$ cat src/rtl/dcache_responder_if.sv
// Memory-stage word port and line-granular physical-memory port of the data cache.
// The slave modport is the cache's view; master is the requester/memory side.
interface dcache_responder_if;
  logic         mem_read;
  logic         mem_write;
  logic [3:0]   mem_byte_enable;
  logic [31:0]  mem_address;
  logic [31:0]  mem_wdata;
  logic [31:0]  mem_rdata;
  logic         mem_resp;

  logic         pmem_read;
  logic         pmem_write;
  logic [31:0]  pmem_address;
  logic [255:0] pmem_wdata;
  logic [255:0] pmem_rdata;
  logic         pmem_resp;

  modport master (
    output mem_read, mem_write, mem_byte_enable, mem_address, mem_wdata,
    output pmem_rdata, pmem_resp,
    input  mem_rdata, mem_resp,
    input  pmem_read, pmem_write, pmem_address, pmem_wdata
  );

  modport slave (
    input  mem_read, mem_write, mem_byte_enable, mem_address, mem_wdata,
    input  pmem_rdata, pmem_resp,
    output mem_rdata, mem_resp,
    output pmem_read, pmem_write, pmem_address, pmem_wdata
  );
endinterface

$ cat src/rtl/dcache_responder.sv
// Direct-mapped, write-back, write-allocate data cache of 32-byte lines serving word
// reads and byte-enabled writes; misses go through writeback/allocate on the line port.
module dcache_responder #(
  parameter int unsigned S_INDEX = 3
) (
  input  logic               clk,
  input  logic               rst,
  dcache_responder_if.slave  bus
);

  localparam int unsigned NSETS  = 1 << S_INDEX;
  localparam int unsigned TAG_W  = 32 - 5 - S_INDEX;
  localparam int unsigned LINE_W = 256;

  typedef enum logic [1:0] {
    IDLE      = 2'd0,
    RESP      = 2'd1,
    WRITEBACK = 2'd2,
    ALLOCATE  = 2'd3
  } state_e;

  state_e state_q, state_d;

  logic [LINE_W-1:0] data_q [NSETS];
  logic [TAG_W-1:0]  tag_q  [NSETS];
  logic [NSETS-1:0]  valid_q;
  logic [NSETS-1:0]  dirty_q;

  logic              mem_resp_q, mem_resp_d;
  logic [31:0]       mem_rdata_q, mem_rdata_d;
  logic              pmem_read_q, pmem_read_d;
  logic              pmem_write_q, pmem_write_d;
  logic [31:0]       pmem_address_q, pmem_address_d;
  logic [LINE_W-1:0] pmem_wdata_q, pmem_wdata_d;

  logic [S_INDEX-1:0] idx;
  logic [TAG_W-1:0]   tag;
  logic [2:0]         word;
  logic               req;
  logic               is_write;
  logic               hit;
  logic               victim_dirty;
  logic [LINE_W-1:0]  cur_line;
  logic [LINE_W-1:0]  wr_line;
  logic [31:0]        cur_word;
  logic [7:0]         lane_lsb;
  logic               fill_we;
  logic               hit_we;
  logic               dirty_set;
  logic [1:0]         unused_addr_bits;

  assign idx              = bus.mem_address[5 +: S_INDEX];
  assign tag              = bus.mem_address[31 -: TAG_W];
  assign word             = bus.mem_address[4:2];
  assign unused_addr_bits = bus.mem_address[1:0];
  assign req              = bus.mem_read | bus.mem_write;
  assign is_write         = bus.mem_write;
  assign cur_line         = data_q[idx];
  assign cur_word         = cur_line[{word, 5'd0} +: 32];
  assign hit              = valid_q[idx] && (tag_q[idx] == tag);
  assign victim_dirty     = valid_q[idx] && dirty_q[idx];

  // Merge the enabled write lanes into the addressed line.
  always_comb begin
    wr_line  = cur_line;
    lane_lsb = '0;
    for (int b = 0; b < 4; b++) begin
      lane_lsb = {word, 2'(b), 3'd0};
      if (bus.mem_byte_enable[b]) begin
        wr_line[lane_lsb +: 8] = bus.mem_wdata[8*b +: 8];
      end
    end
  end

  always_ff @(posedge clk or negedge rst) begin
    if (!rst) begin
      state_q <= IDLE;
    end else begin
      state_q <= state_d;
    end
  end

  // Next state, array write enables and next values of the registered outputs.
  always_comb begin
    state_d     = state_q;
    mem_rdata_d = mem_rdata_q;
    fill_we     = 1'b0;
    hit_we      = 1'b0;
    dirty_set   = 1'b0;

    unique case (state_q)
      IDLE: begin
        if (req) begin
          if (hit) begin
            if (is_write) begin
              hit_we    = 1'b1;
              dirty_set = |bus.mem_byte_enable;
            end else begin
              mem_rdata_d = cur_word;
            end
            state_d = RESP;
          end else if (victim_dirty) begin
            state_d = WRITEBACK;
          end else begin
            state_d = ALLOCATE;
          end
        end
      end
      RESP: begin
        state_d = IDLE;
      end
      WRITEBACK: begin
        if (bus.pmem_resp) begin
          state_d = ALLOCATE;
        end
      end
      ALLOCATE: begin
        if (bus.pmem_resp) begin
          fill_we = 1'b1;
          state_d = IDLE;
        end
      end
      default: begin
        state_d = IDLE;
      end
    endcase

    // Outputs are registered from the state being entered so they line up with it.
    mem_resp_d     = (state_d == RESP);
    pmem_write_d   = (state_d == WRITEBACK);
    pmem_read_d    = (state_d == ALLOCATE);
    pmem_wdata_d   = '0;
    pmem_address_d = '0;
    if (state_d == WRITEBACK) begin
      pmem_wdata_d   = cur_line;
      pmem_address_d = {tag_q[idx], idx, 5'd0};
    end else if (state_d == ALLOCATE) begin
      pmem_address_d = {bus.mem_address[31:5], 5'd0};
    end
  end

  always_ff @(posedge clk or negedge rst) begin
    if (!rst) begin
      mem_resp_q     <= 1'b0;
      mem_rdata_q    <= '0;
      pmem_read_q    <= 1'b0;
      pmem_write_q   <= 1'b0;
      pmem_address_q <= '0;
      pmem_wdata_q   <= '0;
    end else begin
      mem_resp_q     <= mem_resp_d;
      mem_rdata_q    <= mem_rdata_d;
      pmem_read_q    <= pmem_read_d;
      pmem_write_q   <= pmem_write_d;
      pmem_address_q <= pmem_address_d;
      pmem_wdata_q   <= pmem_wdata_d;
    end
  end

  // Line state bits; a fill aborted by reset never reaches the valid update.
  always_ff @(posedge clk or negedge rst) begin
    if (!rst) begin
      valid_q <= '0;
      dirty_q <= '0;
    end else if (fill_we) begin
      valid_q[idx] <= 1'b1;
      dirty_q[idx] <= 1'b0;
    end else if (hit_we && dirty_set) begin
      dirty_q[idx] <= 1'b1;
    end
  end

  always_ff @(posedge clk) begin
    if (fill_we) begin
      data_q[idx] <= bus.pmem_rdata;
      tag_q[idx]  <= tag;
    end else if (hit_we) begin
      data_q[idx] <= wr_line;
    end
  end

  assign bus.mem_resp     = mem_resp_q;
  assign bus.mem_rdata    = mem_rdata_q;
  assign bus.pmem_read    = pmem_read_q;
  assign bus.pmem_write   = pmem_write_q;
  assign bus.pmem_address = pmem_address_q;
  assign bus.pmem_wdata   = pmem_wdata_q;

endmodule

$ cat src/flat_wrapper.sv
// flat-port wrapper written by rule: the top's interface ports become plain ports
module dcache_responder_flat 
#(
  parameter int unsigned S_INDEX = 3
)
  (clk, rst, bus_mem_read, bus_mem_write, bus_mem_byte_enable, bus_mem_address, bus_mem_wdata, bus_pmem_rdata, bus_pmem_resp, bus_mem_rdata, bus_mem_resp, bus_pmem_read, bus_pmem_write, bus_pmem_address, bus_pmem_wdata);
  dcache_responder_if bus_i ();
  input  logic clk;
  input  logic rst;
  input wire logic [$bits(bus_i.mem_read)-1:0] bus_mem_read;
  input wire logic [$bits(bus_i.mem_write)-1:0] bus_mem_write;
  input wire logic [$bits(bus_i.mem_byte_enable)-1:0] bus_mem_byte_enable;
  input wire logic [$bits(bus_i.mem_address)-1:0] bus_mem_address;
  input wire logic [$bits(bus_i.mem_wdata)-1:0] bus_mem_wdata;
  input wire logic [$bits(bus_i.pmem_rdata)-1:0] bus_pmem_rdata;
  input wire logic [$bits(bus_i.pmem_resp)-1:0] bus_pmem_resp;
  output wire logic [$bits(bus_i.mem_rdata)-1:0] bus_mem_rdata;
  output wire logic [$bits(bus_i.mem_resp)-1:0] bus_mem_resp;
  output wire logic [$bits(bus_i.pmem_read)-1:0] bus_pmem_read;
  output wire logic [$bits(bus_i.pmem_write)-1:0] bus_pmem_write;
  output wire logic [$bits(bus_i.pmem_address)-1:0] bus_pmem_address;
  output wire logic [$bits(bus_i.pmem_wdata)-1:0] bus_pmem_wdata;
  assign bus_i.mem_read = bus_mem_read;
  assign bus_i.mem_write = bus_mem_write;
  assign bus_i.mem_byte_enable = bus_mem_byte_enable;
  assign bus_i.mem_address = bus_mem_address;
  assign bus_i.mem_wdata = bus_mem_wdata;
  assign bus_i.pmem_rdata = bus_pmem_rdata;
  assign bus_i.pmem_resp = bus_pmem_resp;
  assign bus_mem_rdata = bus_i.mem_rdata;
  assign bus_mem_resp = bus_i.mem_resp;
  assign bus_pmem_read = bus_i.pmem_read;
  assign bus_pmem_write = bus_i.pmem_write;
  assign bus_pmem_address = bus_i.pmem_address;
  assign bus_pmem_wdata = bus_i.pmem_wdata;
  dcache_responder #(.S_INDEX(S_INDEX)) u_core (.clk(clk), .rst(rst), .bus(bus_i));
endmodule
$ cat config.mk
export PLATFORM = sky130hd
export DESIGN_NAME = dcache_responder_flat
export DESIGN_NICKNAME = d
export VERILOG_FILES = /design/src/rtl/dcache_responder_if.sv /design/src/rtl/dcache_responder.sv /design/src/flat_wrapper.sv
export SDC_FILE = /design/constraint.sdc
export NUM_CORES = 2
export LEC_CHECK = 0
export CORE_MARGIN = 1
export CORE_UTILIZATION = 30
export CTS_BUF_LIST = sky130_fd_sc_hd__clkbuf_8
export CTS_CLUSTER_DIAMETER = 150
export CTS_CLUSTER_SIZE = 16
export DETAILED_ROUTE_END_ITERATION = 10
export PLACE_DENSITY_LB_ADDON = 0.12
export SLEW_MARGIN = 10
export SYNTH_ARGS = -nofsm -noshare
export SYNTH_HDL_FRONTEND = slang
export SYNTH_SLANG_ARGS = --single-unit
$ cat constraint.sdc
create_clock -name clk -period 20.2 [get_ports clk]
set_input_delay 4.04 -clock clk [delete_from_list [all_inputs] [get_ports clk]]
set_output_delay 4.04 -clock clk [all_outputs]
set_load 0.02 [all_outputs]
==> flow_results.xml <==
<?xml version="1.0" encoding="UTF-8"?>
<metrics>
  <group name="run_status">
    <metric name="run_status" unit="">complete, no violations</metric>
  </group>
  <group name="floorplan">
    <metric name="placementRows" unit="">212</metric>
    <metric name="chipHeight" unit="um">582</metric>
    <metric name="fp.coreArea" unit="sq mm">0.334</metric>
    <metric name="die_w" unit="um">582</metric>
    <metric name="boundaryPins" unit="">652</metric>
    <metric name="die_area" unit="sq mm">0.338</metric>
    <metric name="start_util" unit="%">30.2</metric>
  </group>
  <group name="detailed_routing">
    <metric name="routed_length_on_met1" unit="um">177000</metric>
    <metric name="wl_met2" unit="um">201000</metric>
    <metric name="wl_per_cell" unit="um">37.3</metric>
    <metric name="detail_route.wirelength" unit="um">421000</metric>
    <metric name="drt_iter0_markers" unit="">6391</metric>
    <metric name="antenna_violating_nets_post_route" unit="">0</metric>
    <metric name="firstDrtPassIters" unit="">8</metric>
    <metric name="routed-via-count" unit="">62900</metric>
    <metric name="drc_errors" unit="">0</metric>
    <metric name="top_layer_used_by_detailed_routing" unit="">met5</metric>
    <metric name="drt-vias-per-instance" unit="">5.57</metric>
    <metric name="met3RoutedLength" unit="um">23100</metric>
  </group>
  <group name="setup_path">
    <metric name="r2r_start" unit="">u_core.tag_q[7][6]</metric>
    <metric name="regToRegEndpoint" unit="">u_core.data_q[0][80]</metric>
    <metric name="worst_path_largest_cell_delay" unit="ns">0.99</metric>
    <metric name="register_to_register_setup_slack" unit="ns">13.40</metric>
    <metric name="critical_path_cell_count" unit="">14</metric>
    <metric name="critical_path.startpoint_type" unit="">input port</metric>
    <metric name="worstPathCellList" unit="">clkbuf_8, buf_12, nand2b_2, buf_4, o22ai_1, o21ai_0, nand4_1, nor4_1, nand4_4, and2_1, nor2_4, buf_4, buf_4, buf_4</metric>
    <metric name="r2r_cells" unit="">11</metric>
    <metric name="worst_path_max_delay_cell" unit="">nor2_4</metric>
    <metric name="required" unit="ns">20.87</metric>
    <metric name="criticalPathCategory" unit="">input port to flip-flop</metric>
    <metric name="setup.worst_path.start" unit="">bus_mem_address[7]</metric>
    <metric name="endpoint_kind" unit="">flip-flop</metric>
    <metric name="worstPathBufferInverterCount" unit="">6</metric>
    <metric name="crit_end" unit="">u_core.data_q[0][80]</metric>
    <metric name="cp_common_cell" unit="">buf_4</metric>
    <metric name="critical_path_arrival" unit="ns">11.71</metric>
    <metric name="critical_path_peak_fanout" unit="">72</metric>
    <metric name="crit_family" unit="">buffers and inverters</metric>
  </group>
  <group name="clocking">
    <metric name="cts-hold-fix-buffers" unit="">0</metric>
    <metric name="cts_resized" unit="">0</metric>
    <metric name="cts_made_buffers" unit="">185</metric>
    <metric name="clk_root_buffer_cell" unit="">clkbuf_8</metric>
    <metric name="clk_transition_reported_paths" unit="ns">0.11</metric>
    <metric name="clock_tree_from_tritoncts" unit="">built</metric>
    <metric name="cts-htree-levels" unit="">4</metric>
    <metric name="clk_lat_worst_skew" unit="ns">1.06</metric>
    <metric name="clockBufferDepth" unit="">4</metric>
    <metric name="clock_sinks" unit="">2576</metric>
    <metric name="cts.repair_timing.setup_buffer_count" unit="">0</metric>
  </group>
  <group name="cells_and_area">
    <metric name="layout.cells.most_common_list" unit="">edfxtp_1 (2,240), clkdlybuf4s50_1 (637), a22oi_1 (435), dfrtp_1 (336), a21oi_1 (271)</metric>
    <metric name="number_of_filler_instances_in_the_final_layout" unit="">31900</metric>
    <metric name="mostFrequentLayoutCell" unit="">edfxtp_1</metric>
    <metric name="layout-area-overhead-vs-synth" unit="%">15.2</metric>
    <metric name="finish.net_count" unit="">7044</metric>
    <metric name="final_cell_count_no_fill" unit="">11300</metric>
    <metric name="fraction_of_final_layout_cells_with_drive_strength_greater_than_1" unit="%">11.5</metric>
  </group>
  <group name="timing">
    <metric name="timing.setup.tns" unit="ns">0</metric>
    <metric name="setup-violations-final" unit="">0</metric>
    <metric name="grt_setup_unrepaired" unit="">false</metric>
    <metric name="min_setup_slack_post_route" unit="ns">9.16</metric>
    <metric name="worst_slew_margin_rel" unit="%">4.94</metric>
    <metric name="final.setup_skew" unit="ns">0.0842</metric>
    <metric name="worstMarginPinSlew" unit="ns">1.43</metric>
    <metric name="finalHoldViolations" unit="">0</metric>
    <metric name="period_needed" unit="ns">11.04</metric>
    <metric name="min_period_over_period" unit="%">54.7</metric>
    <metric name="fmax" unit="GHz">0.0906</metric>
    <metric name="maxSlewViolCount" unit="">0</metric>
  </group>
  <group name="global_route">
    <metric name="grt_start_max_net_pins" unit="">118</metric>
    <metric name="antenna_found_initial" unit="">73</metric>
    <metric name="grt_pass1_vias" unit="">60800</metric>
    <metric name="wire_length_of_the_first_global_routing_pass" unit="um">560000</metric>
    <metric name="globalRouteTotalUtil" unit="%">24.1</metric>
    <metric name="globalRoute.totalOverflow" unit="">0</metric>
  </group>
  <group name="logic_synthesis">
    <metric name="post-synth-top-area-fraction" unit="%">66.7</metric>
    <metric name="synth.avg_cell_area" unit="sq um">16.4</metric>
    <metric name="synth.ff_latch_count" unit="">2576</metric>
    <metric name="synth-main-ff-cell" unit="">edfxtp_1</metric>
    <metric name="yosysWarningCount" unit="">0</metric>
    <metric name="netlist-cell-type-count" unit="">65</metric>
    <metric name="synthArstFlopShare" unit="%">13.0</metric>
    <metric name="syn_area" unit="sq mm">0.101</metric>
    <metric name="post_synth_top_area_cell" unit="">edfxtp_1</metric>
    <metric name="postSynthCellCount" unit="">6157</metric>
    <metric name="synth.yosys.seq_area_share" unit="%">75.1</metric>
    <metric name="synth_enable_flop_cells" unit="">2240</metric>
    <metric name="ys_top_cells_by_area" unit="">edfxtp_1 (67%), dfrtp_1 (8.3%), a22oi_1 (3.2%), mux2_2 (2.2%), a221oi_1 (2.2%)</metric>
  </group>
  <group name="place">
    <metric name="placement.setup.worst_slack" unit="ns">7.89</metric>
    <metric name="placedCellCount" unit="">10900</metric>
    <metric name="post-dp-hpwl" unit="um">263000</metric>
    <metric name="weighted_congestion_reported_at_the_end_of_routability_driven_placement" unit="">0.835</metric>
    <metric name="portBuffers" unit="">644</metric>
  </group>
  <group name="hold_path">
    <metric name="timing.hold.worst_path_depth" unit="">1</metric>
    <metric name="hold_class" unit="">flip-flop to flip-flop</metric>
    <metric name="hp-start" unit="">u_core.valid_q[2]</metric>
  </group>
  <group name="power">
    <metric name="ir_worst_vdd" unit="V">0.0000689</metric>
    <metric name="p_leak" unit="uW">0.0383</metric>
    <metric name="pwrdens" unit="mW/mm^2">94.3</metric>
    <metric name="report.power.total" unit="uW">11000</metric>
  </group>
  <group name="job">
    <metric name="max_cap_viol_count" unit="">0</metric>
  </group>
</metrics>
-- per-layer routing --
layer  global-route usage (%)  vias to the layer above
li1                         -                    26000
met1                     32.3                    33900
met2                     39.1                     2470
met3                     2.80                      477
met4                     11.1                        4
met5                        0                        -
-- cell type report --
type	instances	area [sq um]	share of cell area, %
antenna	62	155	0.134
clock buffer	189	2600	2.24
clock inverter	129	559	0.482
inverter	14	62.6	0.0539
multi-input combinational	3072	23300	20.1
sequential	2576	75700	65.2
tap	4387	5490	4.73
timing repair buffer	860	8280	7.13
-- worst min path at each step --
| stage | to | slack [ns] |
|---|---|---|
| finish | u_core.valid_q[2] | 0.48 |
| global route | u_core.valid_q[3] | 0.49 |
| global placement | u_core.valid_q[2] | 0.44 |
| floorplan | u_core.valid_q[2] | 0.43 |
| detailed placement | u_core.valid_q[2] | 0.45 |
| CTS | u_core.valid_q[2] | 0.48 |
-- worst reg2reg max path: stages (launching register included) --
cell and delay (ns):
edfxtp_1 0.37, mux4_2 0.48, mux2i_1 0.26, xor2_1 0.17, nand4_1 0.21, nor4_4 0.54, nand4_4 0.61, and2_1 0.68
nor2_4 1.00, buf_4 0.81, buf_4 0.66, buf_4 0.61
-- cells in the mapped netlist, types with 6 or more instances --
cell type / n
xor2_1: 9
a221oi_1: 249
nand2_1: 153
nor3b_1: 28
or3_1: 6
o22ai_1: 41
nand4_1: 10
mux2i_1: 155
o21ai_1: 68
mux2_1: 43
inv_1: 11
or2_2: 11
buf_1: 85
edfxtp_1: 2240
nand3_1: 40
dfrtp_1: 336
a22o_1: 117
a211oi_1: 147
buf_6: 7
o21ai_0: 87
a21o_1: 147
mux2_2: 198
o21a_1: 6
a221o_1: 22
a222oi_1: 13
nor3_1: 264
a21oi_1: 272
ha_1: 6
mux4_2: 91
clkbuf_1: 297
a311oi_1: 9
and2_1: 10
and4_1: 37
a22oi_1: 436
a21boi_0: 6
a31oi_1: 33
buf_2: 99
nor2_1: 191
nor2b_1: 9
buf_4: 11
and3_1: 101
o22a_1: 14
-- kinds of logic after synthesis --
logic type | share of synthesized area (%)
flip-flops | 75.1
AO/OA/AOI/OAI | 11.9
AND/OR/NAND/NOR | 4.45
buffers and inverters | 2.13
multiplexers | 6.26
XOR/XNOR | 0.113
adder cells (fa/ha/maj) | 0.0745
other | 0.00372
-- metrics by stage --
stage                     hold slack (ns)  util (%)  instance area (sq um)
after global routing                0.486      34.8                 116000
after floorplan                     0.434         -                 101000
after CTS                           0.477      34.7                 116000
after detailed placement            0.449      33.8                 113000
after global placement              0.445      33.8                 113000
final                               0.476      34.8                 116000
-- power by group --
group          leakage (uW)  internal [uW]  switching (uW)
Sequential           0.0247           6080             138
Clock               0.00204            882            1800
Combinational        0.0116            651            1400
-- sequential cells by signal (all words and copies together), names as in the netlist, named ones only --
name                     flops
u_core.valid_q               8
u_core.tag_q               192
u_core.data_q             2048
u_core.bus.pmem_address     27
u_core.bus.mem_rdata        32
u_core.bus.mem_resp          1
u_core.bus.pmem_wdata      256
u_core.state_q               2
u_core.bus.pmem_read         1
u_core.bus.pmem_write        1
(Power assumes the default switching activity.)
